## config.mk

```make
export PLATFORM = sky130hd
export DESIGN_NAME = reg_rd
export DESIGN_NICKNAME = d
export VERILOG_FILES = /design/src/rtl/reg_rd.sv
export SDC_FILE = /design/constraint.sdc
export NUM_CORES = 1
export LEC_CHECK = 0
export BUFFER_PORTS_ARGS = -buffer_cell sky130_fd_sc_hd__buf_2
export CORE_MARGIN = 4
export CORE_UTILIZATION = 50
export DETAILED_ROUTE_END_ITERATION = 8
export GPL_TIMING_DRIVEN = 0
export PLACE_DENSITY = 0.94
export SYNTH_ARGS = -nofsm -noshare
export SYNTH_HDL_FRONTEND = slang
export SYNTH_SLANG_ARGS = --single-unit
```

## constraint.sdc

```tcl
create_clock -name CLK_RD -period 6.1 [get_ports CLK_RD]
set_clock_uncertainty 0.15 [all_clocks]
set_input_delay 0.305 -clock CLK_RD [delete_from_list [all_inputs] [get_ports CLK_RD]]
set_output_delay 0.305 -clock CLK_RD [all_outputs]
set_load 0.005 [all_outputs]
```

## src/rtl/reg_rd.sv

```systemverilog
// +--------------------------------------------------------------------------+
// | reg_rd : operand-read stage of the cpu15 pipeline with busy scoreboard    |
// | Optional: REG_RD_BYPASS_EN forwards same-cycle write-back data            |
// | Revision: 1.0                                                            |
// +--------------------------------------------------------------------------+
`default_nettype none

module reg_rd #(
  parameter int WIDTH = 16
) (
  input  logic             CLK_RD,
  input  logic             RESET,
  input  logic [WIDTH-1:0] REG_0,
  input  logic [WIDTH-1:0] REG_1,
  input  logic [WIDTH-1:0] REG_2,
  input  logic [WIDTH-1:0] REG_3,
  input  logic [WIDTH-1:0] REG_4,
  input  logic [WIDTH-1:0] REG_5,
  input  logic [WIDTH-1:0] REG_6,
  input  logic [WIDTH-1:0] REG_7,
  input  logic             IN_VALID,
  output logic             IN_READY,
  input  logic [2:0]       N_SRC_A,
  input  logic [2:0]       N_SRC_B,
  input  logic             USE_A,
  input  logic             USE_B,
  input  logic [2:0]       N_DST,
  input  logic             DST_WEN,
  input  logic [2:0]       WB_N_REG,
  input  logic [WIDTH-1:0] WB_DATA,
  input  logic             WB_WEN,
  output logic             OUT_VALID,
  input  logic             OUT_READY,
  output logic [WIDTH-1:0] OP_A,
  output logic [WIDTH-1:0] OP_B,
  output logic [2:0]       OUT_N_DST,
  output logic             OUT_DST_WEN,
  output logic [7:0]       BUSY
);

  logic [WIDTH-1:0] rf [8];
  assign rf[0] = REG_0;
  assign rf[1] = REG_1;
  assign rf[2] = REG_2;
  assign rf[3] = REG_3;
  assign rf[4] = REG_4;
  assign rf[5] = REG_5;
  assign rf[6] = REG_6;
  assign rf[7] = REG_7;

  logic [7:0]       busy_q, busy_d;
  logic             out_valid_q, out_valid_d;
  logic [WIDTH-1:0] op_a_q, op_a_d;
  logic [WIDTH-1:0] op_b_q, op_b_d;
  logic [2:0]       out_n_dst_q, out_n_dst_d;
  logic             out_dst_wen_q, out_dst_wen_d;

  logic             haz_a, haz_b, haz_waw, stall, accept;
  logic [WIDTH-1:0] opnd_a, opnd_b;

`ifdef REG_RD_BYPASS_EN
  logic wb_hit_a, wb_hit_b;
  assign wb_hit_a = WB_WEN && (WB_N_REG == N_SRC_A);
  assign wb_hit_b = WB_WEN && (WB_N_REG == N_SRC_B);
  assign haz_a    = USE_A && busy_q[N_SRC_A] && !wb_hit_a;
  assign haz_b    = USE_B && busy_q[N_SRC_B] && !wb_hit_b;
  // Unused operands always come from the register file, never the bypass.
  assign opnd_a   = (USE_A && wb_hit_a) ? WB_DATA : rf[N_SRC_A];
  assign opnd_b   = (USE_B && wb_hit_b) ? WB_DATA : rf[N_SRC_B];
`else
  logic unused_wb_data;
  assign unused_wb_data = ^WB_DATA;
  assign haz_a    = USE_A && busy_q[N_SRC_A];
  assign haz_b    = USE_B && busy_q[N_SRC_B];
  assign opnd_a   = rf[N_SRC_A];
  assign opnd_b   = rf[N_SRC_B];
`endif

  // Only one write per register may be outstanding; a same-edge retire frees the slot.
  assign haz_waw  = DST_WEN && busy_q[N_DST] && !(WB_WEN && (WB_N_REG == N_DST));
  assign stall    = haz_a || haz_b || haz_waw;
  assign IN_READY = (!out_valid_q || OUT_READY) && !stall;
  assign accept   = IN_VALID && IN_READY;

  always_comb begin
    busy_d        = busy_q;
    out_valid_d   = out_valid_q;
    op_a_d        = op_a_q;
    op_b_d        = op_b_q;
    out_n_dst_d   = out_n_dst_q;
    out_dst_wen_d = out_dst_wen_q;

    // Clear before set so a same-index issue keeps the bit asserted.
    if (WB_WEN) busy_d[WB_N_REG] = 1'b0;
    if (accept && DST_WEN) busy_d[N_DST] = 1'b1;

    if (accept) begin
      out_valid_d   = 1'b1;
      op_a_d        = opnd_a;
      op_b_d        = opnd_b;
      out_n_dst_d   = N_DST;
      out_dst_wen_d = DST_WEN;
    end else if (OUT_READY) begin
      out_valid_d   = 1'b0;
    end
  end

  always_ff @(posedge CLK_RD or posedge RESET) begin
    if (RESET) begin
      busy_q        <= '0;
      out_valid_q   <= 1'b0;
      op_a_q        <= '0;
      op_b_q        <= '0;
      out_n_dst_q   <= '0;
      out_dst_wen_q <= 1'b0;
    end else begin
      busy_q        <= busy_d;
      out_valid_q   <= out_valid_d;
      op_a_q        <= op_a_d;
      op_b_q        <= op_b_d;
      out_n_dst_q   <= out_n_dst_d;
      out_dst_wen_q <= out_dst_wen_d;
    end
  end

  assign BUSY        = busy_q;
  assign OUT_VALID   = out_valid_q;
  assign OP_A        = op_a_q;
  assign OP_B        = op_b_q;
  assign OUT_N_DST   = out_n_dst_q;
  assign OUT_DST_WEN = out_dst_wen_q;

endmodule

`default_nettype wire

```

==> summary.md <==
| Metric | Value |
|---|---|
| Outcome | complete, no violations |
| Sequential share of the synthesized area | 0.284 |
| H-tree levels | 2 |
| Unrepaired setup endpoints after global routing | false |
| Syn Inst Count | 266 |
| Post-CTS Resized | 0 |
| Final Hold Vio Count | 0 |
| Total global routing overflow | 0 |
| Die area | 9410 µm² |
| Largest net degree at the start of global routing | 28 |
| Worst-Skew Late Latency | 0.29 ns |
| Syn avg cell area | 14.9 µm² |
| Required time worst endpoint | 6.13 ns |
| Vias in the first global route | 4,030 |
| Drc violations | 0 |
| Post-DR vias/cell | 6.40 |
| Slew HR | 0.415 |
| Pleak | 2.26 nW |
| CP arrival | 2.64 ns |
| First-pass DRT Iterations | 4 |
| TritonCTS clock tree | yes |
| Startpoint types | flip-flop |
| Synthesized flop and latch total | 45 |
| Critical path's slowest cell | mux4_2 |
| Post-route ant nets | 0 |
| DR vias | 3,605 |
| Setup violators final | 0 |
| Placer congestion estimate | 0.898 |
| Worst Max-Slew Pin Slew | 0.877 ns |
| Clock sinks | 45 |
| Slew Limit Fails | 0 |
| Synth unique cells | 31 |
| WL/cell | 24.0 µm |
| Ports | 210 |
| Synth top area share | 0.375 |
| Synthesized area | 3960 µm² |
| Initial core utilization | 0.512 |
| Most common cell on crit path | o22ai_1 |
| Number of setup buffers added after CTS | 0 |
| Crit. End Element | flip-flop |
| Core region area | 7730 µm² |
| Async SR Flop Fraction | 1.00 |
| DP Wirelength | 10,700 µm |
| Iteration-0 DRC Markers | 197 |
| Synth top area cells | mux4_2 (38%), dfrtp_1 (28%), mux2_2 (20%) |
| Fmax | 383 MHz |
| Commonest non-fill, non-tap cell in the layout | buf_2 |
| Port bufs | 185 |
| Ant. Diodes | 0 |
| Placed Cells | 554 |
| Dominant cell type by area after synthesis | mux4_2 |
| Num CTS Buffers | 5 |
| Worst hold path type | in -> reg |
| Maxcap violations | 0 |
| Routed wire length | 13,500 µm |
| Tot GR Track Use | 0.281 |
| Crit Path Class | reg -> reg |
| Clock-pin slew on the worst setup and hold paths | 0.09 ns |
| Initial antenna violation count | 0 |
| Most frequent cells in the layout | buf_2 (197), mux2_2 (70), mux4_2 (66), dfrtp_1 (45), clkbuf_1 (13) |
| Nets | 624 |
| Final Non-Filler Cells | 563 |
| Clock root cell | clkbuf_8 |
| Area growth, synth to finish | 29.4% |
| Rows | 32 |
| Mapped Nets | 430 |
| Power Density | 229 nW/µm² |
| VDD IR-drop max | 0.0995 mV |
| First-pass GRT wire length | 20,600 µm |
| Final Cycle Share | 0.428 |
| Post-synth EDFFs | 0 |
| CP peak stage delay | 0.48 ns |
| Cell Chain, Critical Path | mux4_2 > o22ai_1 > o22ai_1 > nor3_4 > buf_4 > mux2_1 |
| Ys flop type | dfrtp_1 |
| Fin crit period | 2.61 ns |
| Clock buffer depth | 2 |
| Setup_tns | 0 ns |
| Die extent in x | 97.0 µm |
| Die Span Y | 97.0 µm |
| WHS | 0.169 ns |
| Layout cells sized above 1 | 0.755 |
| YS warnings | 0 |
| Crit Path Max Fanout | 10 |
routing by layer:
metal / vias up / wire length (µm) / part of all wire / track usage
met5: - / 0 / 0 / 0
met4: 0 / 371 / 0.028 / 0.114
met3: 38 / 1350 / 0.10 / 0.0591
met2: 252 / 7370 / 0.55 / 0.509
met1: 1809 / 4400 / 0.33 / 0.320
li1: 1506 / - / - / -
state kept, by name, indices dropped and copies added (netlist names):
register / flops
OUT_DST_WEN: 1
OUT_VALID: 1
OP_A: 16
OUT_N_DST: 3
BUSY: 8
OP_B: 16
layout make-up:
type / count / area, µm²
timing repair buffer: 187 / 956
sequential: 45 / 1130
inverter: 5 / 18.8
fill: 611 / 2600
clock buffer: 6 / 72.6
multi-input combinational: 188 / 2670
tap: 102 / 128
buffer: 28 / 146
clock inverter: 2 / 10.0
where the power goes:
part	switching (mW)	total, mW	internal (mW)
sequential	0.0669	0.470	0.403
combinational	0.214	0.520	0.306
clock	0.106	0.186	0.0798
critical path, delay by kind of cell (launching register included):
kind | cells | cell delay [ns]
multiplexers | 2 | 0.82
AND/OR/NAND/NOR | 1 | 0.46
flip-flops | 1 | 0.45
AO/OA/AOI/OAI | 2 | 0.35
buffers and inverters | 1 | 0.27
Yosys cell counts, drive strengths merged (2+ instances only):
cell type and number:
nand2 4, nor3b 2, nand2b 4, inv 5
mux4 66, clkbuf 12, mux2 72, nand3 4
o22ai 3, and3 2, nor2b 2, nor2 2
dfrtp 45, xnor2 3, mux2i 2, buf 16
nand4 2, a32o 8, o31ai 3
repair_timing:
action | CTS | global route
endpoints found under the hold margin | 18 | 0
setup endpoints to repair | 0 | 0
hold buffers | 1 | 0
logic make-up (layout without fill, tap and decap cells):
| kind of cell | Yosys count | in the layout | synth area share |
|---|---|---|---|
| compound gates | 18 | 18 | 0.0392 |
| mux | 140 | 140 | 0.585 |
| xor+xnor | 3 | 3 | 0.00664 |
| buf+inv | 33 | 228 | 0.0417 |
| flops | 45 | 45 | 0.284 |
| simple gates | 27 | 27 | 0.0430 |
per-stage QoR:
stage	setup WS, ns	total power [mW]	instance area [µm²]	utilization
detailed placement	3.29	0.994	5030	0.651
global placement	3.34	0.966	5010	0.649
floorplan	3.68	0.751	3960	-
CTS	3.49	1.18	5130	0.663
finish	3.49	1.18	5130	0.663
global route	3.36	1.24	5130	0.663
worst paths after layout:
path                              start  cells after the start      endpoint  slack (ns)
setup / recovery                BUSY[7]                      6      OP_B[14]        3.49
min in group asynchronous         RESET                      3       OP_B[8]        0.42
hold / removal                OUT_READY                      3     OUT_VALID        0.17
hold reg to reg            OUT_N_DST[1]                      1  OUT_N_DST[1]        0.36
setup reg to reg                BUSY[7]                      6      OP_B[14]        3.49
max in group asynchronous         RESET                      4       BUSY[3]        4.88
(Power assumes the default switching activity.)
